--- src/rtl/dmem_arbiter.sv ---
// dmem_arbiter
// Arbitrates a single-port data memory between a CPU port and a DMA/loader
// port. Each access runs IDLE -> ACCESS -> DONE: the winner's command is
// latched in IDLE, the memory is strobed for one cycle in ACCESS, and the
// winner receives a one-cycle ack in DONE.
//
// Ports
//   clock, reset            : system clock, asynchronous active-high reset
//   cpu_req/we/addr/wdata   : CPU request and command
//   cpu_rdata, cpu_ack      : CPU read data (read register) and completion pulse
//   cpu_stall               : cpu_req & ~cpu_ack
//   dma_req/we/addr/wdata   : DMA request and command
//   dma_rdata, dma_ack      : DMA read data (read register) and completion pulse
//   mem_addr/wdata/we/re    : data-memory command (strobes only in ACCESS)
//   mem_rdata               : data-memory combinational read data
//
// Configuration
//   DMEM_ARB_CPU_PRIORITY_EN : when defined, CPU wins every tie (fixed
//                              priority) and no last-grant state is kept;
//                              otherwise ties are resolved round-robin.
module dmem_arbiter (
  input  logic        clock,
  input  logic        reset,
  input  logic        cpu_req,
  input  logic        cpu_we,
  input  logic [15:0] cpu_addr,
  input  logic [15:0] cpu_wdata,
  output logic [15:0] cpu_rdata,
  output logic        cpu_ack,
  output logic        cpu_stall,
  input  logic        dma_req,
  input  logic        dma_we,
  input  logic [15:0] dma_addr,
  input  logic [15:0] dma_wdata,
  output logic [15:0] dma_rdata,
  output logic        dma_ack,
  output logic [15:0] mem_addr,
  output logic [15:0] mem_wdata,
  output logic        mem_we,
  output logic        mem_re,
  input  logic [15:0] mem_rdata
);

  typedef enum logic [1:0] {
    IDLE   = 2'd0,
    ACCESS = 2'd1,
    DONE   = 2'd2
  } state_t;

  // Requester identity: 0 = CPU, 1 = DMA
  localparam logic GRANT_CPU = 1'b0;
  localparam logic GRANT_DMA = 1'b1;

  state_t      state_q, state_d;
  logic        lat_we_q, lat_we_d;
  logic [15:0] lat_addr_q, lat_addr_d;
  logic [15:0] lat_wdata_q, lat_wdata_d;
  logic        lat_id_q, lat_id_d;
  logic [15:0] rdata_q, rdata_d;
  logic        grant_dma;

`ifdef DMEM_ARB_CPU_PRIORITY_EN
  // CPU always wins a tie.
  assign grant_dma = dma_req & ~cpu_req;
`else
  logic last_grant_q, last_grant_d;

  // DMA wins when alone, or on a tie when the CPU was served last.
  assign grant_dma = dma_req & (~cpu_req | (last_grant_q == GRANT_CPU));

  always_ff @(posedge clock or posedge reset) begin
    if (reset) last_grant_q <= GRANT_DMA;
    else       last_grant_q <= last_grant_d;
  end
`endif

  always_ff @(posedge clock or posedge reset) begin
    if (reset) begin
      state_q     <= IDLE;
      lat_we_q    <= 1'b0;
      lat_addr_q  <= 16'h0000;
      lat_wdata_q <= 16'h0000;
      lat_id_q    <= GRANT_CPU;
      rdata_q     <= 16'h0000;
    end else begin
      state_q     <= state_d;
      lat_we_q    <= lat_we_d;
      lat_addr_q  <= lat_addr_d;
      lat_wdata_q <= lat_wdata_d;
      lat_id_q    <= lat_id_d;
      rdata_q     <= rdata_d;
    end
  end

  always_comb begin
    state_d     = state_q;
    lat_we_d    = lat_we_q;
    lat_addr_d  = lat_addr_q;
    lat_wdata_d = lat_wdata_q;
    lat_id_d    = lat_id_q;
    rdata_d     = rdata_q;
    mem_we      = 1'b0;
    mem_re      = 1'b0;
    cpu_ack     = 1'b0;
    dma_ack     = 1'b0;
`ifndef DMEM_ARB_CPU_PRIORITY_EN
    last_grant_d = last_grant_q;
`endif
    case (state_q)
      IDLE: begin
        if (cpu_req || dma_req) begin
          lat_id_d    = grant_dma;
          lat_we_d    = grant_dma ? dma_we    : cpu_we;
          lat_addr_d  = grant_dma ? dma_addr  : cpu_addr;
          lat_wdata_d = grant_dma ? dma_wdata : cpu_wdata;
          state_d     = ACCESS;
        end
      end
      ACCESS: begin
        mem_we = lat_we_q;
        mem_re = ~lat_we_q;
        // Writes leave the read register untouched.
        if (!lat_we_q) rdata_d = mem_rdata;
        state_d = DONE;
      end
      DONE: begin
        cpu_ack = (lat_id_q == GRANT_CPU);
        dma_ack = (lat_id_q == GRANT_DMA);
`ifndef DMEM_ARB_CPU_PRIORITY_EN
        last_grant_d = lat_id_q;
`endif
        state_d = IDLE;
      end
      default: state_d = IDLE;
    endcase
  end

  // Address/data hold the latched command in every state; only the strobes
  // are confined to ACCESS.
  assign mem_addr  = lat_addr_q;
  assign mem_wdata = lat_wdata_q;
  assign cpu_rdata = rdata_q;
  assign dma_rdata = rdata_q;
  assign cpu_stall = cpu_req & ~cpu_ack;

endmodule

--- config.mk ---
export PLATFORM = sky130hd
export DESIGN_NAME = dmem_arbiter
export DESIGN_NICKNAME = d
export VERILOG_FILES = /design/src/rtl/dmem_arbiter.sv
export SDC_FILE = /design/constraint.sdc
export NUM_CORES = 1
export LEC_CHECK = 0
export CAP_MARGIN = 10
export CORE_MARGIN = 5
export CORE_UTILIZATION = 42
export CTS_CLUSTER_SIZE = 16
export DETAILED_ROUTE_END_ITERATION = 12
export GPL_TIMING_DRIVEN = 1
export PLACE_DENSITY = 0.95
export SLEW_MARGIN = 40
export SYNTH_ARGS = -nofsm -noshare
export SYNTH_HDL_FRONTEND = slang
export SYNTH_SLANG_ARGS = --single-unit
--- constraint.sdc ---
create_clock -name clock -period 4.6 [get_ports clock]
set_input_delay 0.46 -clock clock [delete_from_list [all_inputs] [get_ports clock]]
set_output_delay 0.46 -clock clock [all_outputs]
set_load 0.01 [all_outputs]
## Word-level counts from Yosys, hierarchy flattened

Cells that the tools add are included.
W data, S select, Z words.

- Eq/ne operators: 3
- Multiplexer cells: 9
- Bitwise operators: 8
- Reductions and logical operators: 4

Operator list:

| cell | count |
|---|---|
| $mux W16 | 2 |
| $mux W1 | 5 |
| $not A1 Y1 | 5 |
| $pmux W2 S2 | 1 |
| $reduce_and A2 Y1 | 2 |
| $and A1 B1 Y1 | 2 |
| $eq A2 B1 Y1 const B | 1 |
| $eq A2 B2 Y1 const B | 1 |
| $logic_not A2 Y1 | 1 |
| $mux W2 | 1 |
| $ne A2 B2 Y1 const B | 1 |
| $logic_or A1 B1 Y1 | 1 |
| $or A1 B1 Y1 | 1 |

- Register bits: 53

## Longest topological paths before layout

Gate-level depths: netlist of run 1.

- Word-level depth: 4
- Gate-level depth with buffers: 5
- Gate-level depth less buffers: 3

## Worst setup path after synthesis of run 1

OpenSTA, ideal clock, no wires.

- Path type: input port to flip-flop
- Start point: input dma_req
- End point: register lat_addr_q[7] (netlist: mem_addr[7])
- Library setup time: 0.125 ns
- Data arrival time: 1.457 ns
- Path slack: 3.018 ns
- Cell stages on the path: 5
- Path through: a21bo_1 buf_6 buf_12 mux2_4 mux2_4

- Longest elaborated chain between the ends: 2

RTL lines:

| what | line | source |
|---|---|---|
| start: declaration | 31 | `input logic dma_req,` |
| $and A1 B1 Y1 or $logic_or A1 B1 Y1 (tied branches) | 69, 111 |  |
| $mux W16 or $reduce_and A2 Y1 (tied branches) | n/a |  |
| end signal: assignment | 88 | `lat_addr_q <= lat_addr_d;` |
| end: declaration | 56 | `logic [15:0] lat_addr_q, lat_addr_d;` |

Parallel ways exist; a longest one is shown, timed or not.
A chain may end at the register's enable or synchronous reset.

## Final worst setup path of run 1

- Start point: register state_q[1]
- End point: output mem_re

- Longest elaborated chain between the ends: 2

RTL lines:

| what | line | source |
|---|---|---|
| start: declaration | 54 | `state_t state_q, state_d;` |
| start signal: assignment | 86 | `state_q <= state_d;` |
| $eq A2 B1 Y1 | 109 | `case (state_q)` |
| $mux W1 | 109 |  |
| end: declaration | 40 | `output logic mem_re,` |

No other way between the ends.

==> results of run 1 <==
## area by class of cell
class                           count  area, µm²
Clock inverter                      2       15.0
Inverter                            2       10.0
Fill cell                         474       2110
Clock buffer                        6       72.6
Timing Repair Buffer              156       1560
Sequential cell                    53       1330
Multi-Input combinational cell     94       1230
Tap cell                           77       96.3
## cell families after synthesis
| kind of cell | Yosys count | synth area share |
|---|---|---|
| multiplexers | 82 | 0.408 |
| flip-flops | 53 | 0.475 |
| buffers and inverters | 27 | 0.0859 |
| AND/OR/NAND/NOR | 9 | 0.0219 |
| AO/OA/AOI/OAI | 3 | 0.00940 |
## stage by stage
step | cell area (µm²) | hold slack (ns) | total power, mW | worst slack [ns]
global route | 4310 | 0.535 | 2.78 | 2.11
detailed placement | 4230 | 0.494 | 2.41 | 2.21
CTS | 4310 | 0.524 | 2.68 | 2.19
global placement | 4220 | 0.491 | 2.36 | 1.97
finish | 4310 | 0.519 | 2.64 | 2.24
floorplan | 2800 | 0.494 | 1.73 | 2.86
## cell usage in the layout (no fill, tap or decap)
cell             Yosys  final
nor3_4               1      1
mux2_1               3      3
a21bo_4              0      1
and2_1               1      1
inv_1                2      1
mux2_2              21     21
a21o_1               1      1
dfstp_2              1      1
nor2b_2              1      1
mux2_4              58     58
nand2b_1             1      1
nor2b_1              2      2
dfrtp_1             52     52
clkdlybuf4s50_1      0    154
clkbuf_8             0      5
o32ai_1              1      1
clkinvlp_4           0      2
buf_4               20      2
inv_4                0      1
nor2_1               3      3
clkbuf_1             0      1
## worst paths after layout
path	startpoint	to	slack, ns	cells past startpoint
max	state_q[1]	mem_re	2.24	4
min	mem_wdata[0]	mem_wdata[0]	0.52	1
max reg2reg	last_grant_q	mem_addr[10]	2.68	3
min reg2reg	mem_wdata[0]	mem_wdata[0]	0.52	1
max in group asynchronous	reset	mem_wdata[10]	3.54	2
min in group asynchronous	reset	cpu_rdata[4]	0.62	2
## critical path, stage by stage (launching register included)
cell	delay [ns]
dfrtp_1	0.46
nor2b_2	0.16
nor2b_1	0.14
buf_4	0.25
clkdlybuf4s50_1	0.58
## flip-flops by register name (all words and copies together) (netlist names)
register,count
cpu_rdata,16
last_grant_q,1
lat_id_q,1
lat_we_q,1
mem_addr,16
mem_wdata,16
state_q,2
## metal layers
layer  up-vias  GRT usage  wire [µm]
li1        864          -          -
met1       895      0.167       2480
met2        91      0.299       3620
met3        10     0.0504        638
met4         0     0.0364         95
met5         -          0          0
## power breakdown
group / switching, mW / internal (mW) / total [mW]
clock: 0.155 / 0.108 / 0.263
sequential: 0.160 / 0.710 / 0.870
combinational: 0.515 / 0.989 / 1.50
total: 0.831 / 1.81 / 2.64
==> impl_metrics.yaml, run 1 <==
worst_setup_path:
  cp_data_required_time_ns: 4.14
  startpoint_type: "register"
  endpoint_kind: "output pin"
  criticalPathCategory: "register to output pin"
  critPathMaxFanout: 17
  crit_arrival_ns: 1.90
logic_synthesis:
  yosysTopAreaCellShare: 0.465
  synth_top_area_cell: "dfrtp_1"
  synthFlopType: "dfrtp_1"
  syn_area_um2: 2800
  syn_inst: 174
  synthTopCellsByCount: "mux2_4 (58), dfrtp_1 (52), mux2_2 (21)"
  ys_warn_count: 0
  syn_nets: 260
  ys_types: 18
  synthArstFlopShare: 1.00
  yosysMostFrequentCell: "mux2_4"
  synth_area_leaders: "dfrtp_1 (47%), mux2_4 (31%), mux2_2 (8.5%), buf_4 (5.4%), buf_12 (2.1%)"
  synth_edf_count: 0
  syn_area_per_cell_um2: 16.1
  ys_seq_elements: 53
  ys_seq_area_frac: 0.475
global_routing:
  grt_pass1_vias: 2033
  track_usage: 0.157
  grt_max_degree: 54
  grt_first_pass_wirelength_um: 10500
  grt-ovfl-total: 0
  antenna_found_initial: 0
cells_and_area:
  n_antenna_cell: 0
  drive_gt1_frac: 0.297
  fin_cells: 390
  finalNetCount: 398
  area_growth_pct: 54.2
  final_util: 0.672
floorplan:
  io_pins: 155
  core.rowCount: 29
  dieHeight_um: 91.6
  start_util: 0.435
  fp.dieW_um: 91.6
  die_area_um2: 8390
  core-area_um2: 6420
detailed_routing:
  first_pass_iters: 2
  vias_per_cell: 4.77
  finalWirelength_um: 6830
  drc: 0
  ant_nets: 0
  drtIter0Drc: 16
  via_count: 1860
  drt-wirelength-per-cell_um: 17.5
timing:
  maxSlewHeadroom: 0.542
  max_freq_mhz: 424
  fin_skew_ns: 0.0100
  setup_violations: 0
  fin_crit_ns: 2.36
  finalHoldViolations: 0
  finalSetupTns_ns: 0
  rsz0062_at_grt: "false"
  period_share: 0.513
  final_max_slew_viol_count: 0
  tightest_slew_ns: 0.687
clock_tree:
  hold_buffers: 0
  cts_root_buffer: "clkbuf_8"
  clock_sinks: 53
  cts-resized-gates: 0
  cts_setup_buffers: 0
  numCtsBuffers: 5
  clk_latency_ns: 0.30
  cts_tree: "done"
  clk_pin_slew_ns: 0.10
  clockBufferDepth: 2
  ctsHtreeMaxLevel: 2
job:
  cap_viol_max_count: 0
pwr:
  vdd_drop_max_v: 0.000327
  p_per_area_nw_per_um2: 612
  p_leak_nw: 1.88
placed_design:
  dp_cells: 382
  place_hpwl_um: 5210
  place_congestion: 0.755
  io_buffers: 154
min_path:
  hp-class: "register to register"
outcome:
  status: "finished, final reports clean"
(Power assumes the default switching activity.)
==> inputs of run 2 (changes only) <==
Settings changed: CORE_UTILIZATION 42 to 39, PLACE_DENSITY 0.95 to 0.9.
Clock period 4.6 ns to 2.19 ns, I/O delays scaled along.
==> impl_metrics.yaml, run 2 (synthesis gave the netlist of run 1 again) <==
outcome:
  status: "finished, final reports clean"
placed_design:
  post-place-ws_ns: 0.259
  io_buffers: 154
  place_congestion: 0.741
  place_hpwl_um: 5510
detailed_routing:
  dr_wl_met2_um: 3570
  drc: 0
  drt-wirelength-per-cell_um: 16.3
  via_count: 1861
  ant_nets: 0
  finalWirelength_um: 6710
  wl_met3_um: 711
  drtIter0Drc: 20
  drt-met1-wl_um: 2360
  top_layer: "met4"
  vias_per_cell: 4.53
  first_pass_iters: 2
cells_and_area:
  regArea_um2: 1330
  finalNetCount: 400
  multi_input_area_um2: 1230
  drive_gt1_frac: 0.298
  fill_cells: 548
  final_util: 0.637
  n_antenna_cell: 0
  area_growth_pct: 56.5
  mostFrequentLayoutCells: "clkdlybuf4s50_1 (154), mux2_4 (58), dfrtp_1 (52), mux2_2 (21), clkbuf_8 (5)"
  final_common_cell: "clkdlybuf4s50_1"
worst_setup_path:
  crit_slowest_cell: "clkdlybuf4s50_1"
  critPathMaxFanout: 4
  cp_cell_sequence: "nor2b_2 > nor2b_1 > clkdlybuf4s50_1"
  startpoint_type: "register"
  r2r_cells: 4
  cp_top_family: "buffers and inverters"
  crit_arrival_ns: 1.78
  critical_path_depth: 3
  cp_data_required_time_ns: 1.97
  endpoint_kind: "output pin"
  criticalPathCategory: "register to output pin"
  crit_buf_inv: 1
  slowest_delay_ns: 0.60
timing:
  max_freq_mhz: 501
  setup_violations: 0
  holdWs_ns: 0.284
  fin_crit_ns: 1.99
  fin_skew_ns: 0.00358
  finalHoldViolations: 0
  final_max_slew_viol_count: 0
  tightest_slew_ns: 0.503
  rsz0062_at_grt: "false"
  period_share: 0.911
  maxSlewHeadroom: 0.664
  finalSetupTns_ns: 0
  worst_slack_ns: 0.195
pwr:
  vdd_drop_max_v: 0.000719
  power_mw: 5.54
  seqPwrFrac: 0.329
  internal-power_mw: 3.83
  p_leak_nw: 1.90
  p_per_area_nw_per_um2: 1270
  p_clk_frac: 0.095
  p_sw_mw: 1.72
  switching_share: 0.310
  p_comb_frac: 0.576
floorplan:
  core.rowCount: 30
  die_area_um2: 8960
  core-area_um2: 6870
  fp.dieW_um: 94.7
  start_util: 0.407
  dieHeight_um: 94.7
  io_pins: 155
job:
  cap_viol_max_count: 0
global_routing:
  grt-ovfl-total: 0
  grt_first_pass_wirelength_um: 10400
  grt_pass1_vias: 2107
  track_usage: 0.150
  antenna_found_initial: 0
  grt_max_degree: 36
clock_tree:
  ctsHtreeMaxLevel: 2
  clk_latency_ns: 0.29
  cts_setup_buffers: 0
  cts_tree: "done"
  cts-resized-gates: 0
  hold_buffers: 0
  cts_root_buffer: "clkbuf_8"
  numCtsBuffers: 5
  clock_sinks: 53
  clk_pin_slew_ns: 0.09
  clockBufferDepth: 2
min_path:
  hp-class: "input port to asynchronous set/reset pin"
[run 2: final cells by class]
type	count	area share
Clock inverter	1	0.00172
Tap cell	96	0.0274
Inverter	2	0.00172
Timing Repair Buffer	158	0.368
Clock buffer	7	0.0174
Sequential cell	53	0.303
Multi-Input combinational cell	94	0.281
[run 2: final timing paths]
path | startpoint | endpoint | slack, ns
min | reset | cpu_rdata[4] | 0.28
max | state_q[0] | mem_re | 0.20
max reg2reg | last_grant_q | mem_addr[10] | 0.49
min in group clock | mem_wdata[5] | mem_wdata[5] | 0.52
max in group asynchronous | reset | last_grant_q | 1.30
min reg2reg | mem_wdata[5] | mem_wdata[5] | 0.52
[run 2: power by group through the flow]
stage	sequential [mW]	clock, mW	combinational (mW)
after CTS	1.84	0.556	3.25
final	1.82	0.529	3.19
after global placement	1.81	0	3.18
after global routing	1.91	0.585	3.38
after detailed placement	1.85	0	3.25
after floorplan	2.01	0	1.63
[run 2: per-layer routing]
| metal | global-route usage | vias to the layer above |
|---|---|---|
| met5 | 0 | - |
| met4 | 0.0337 | 0 |
| li1 | - | 871 |
| met2 | 0.280 | 92 |
| met3 | 0.0598 | 7 |
| met1 | 0.156 | 891 |
[run 2: through the flow]
stage          instances  area, µm²
2_1_floorplan        174       2800
3_3_place_gp         403       4290
3_5_place_dp         403       4290
4_1_cts              411       4380
5_1_grt              411       4380
6_report             411       4380
==> inputs of run 3 (changes only) <==
Settings changed: HOLD_SLACK_MARGIN set to 0.02.
==> results of run 3 <==
Same layout as run 2: the final DEF is identical, and so are final timing and power.
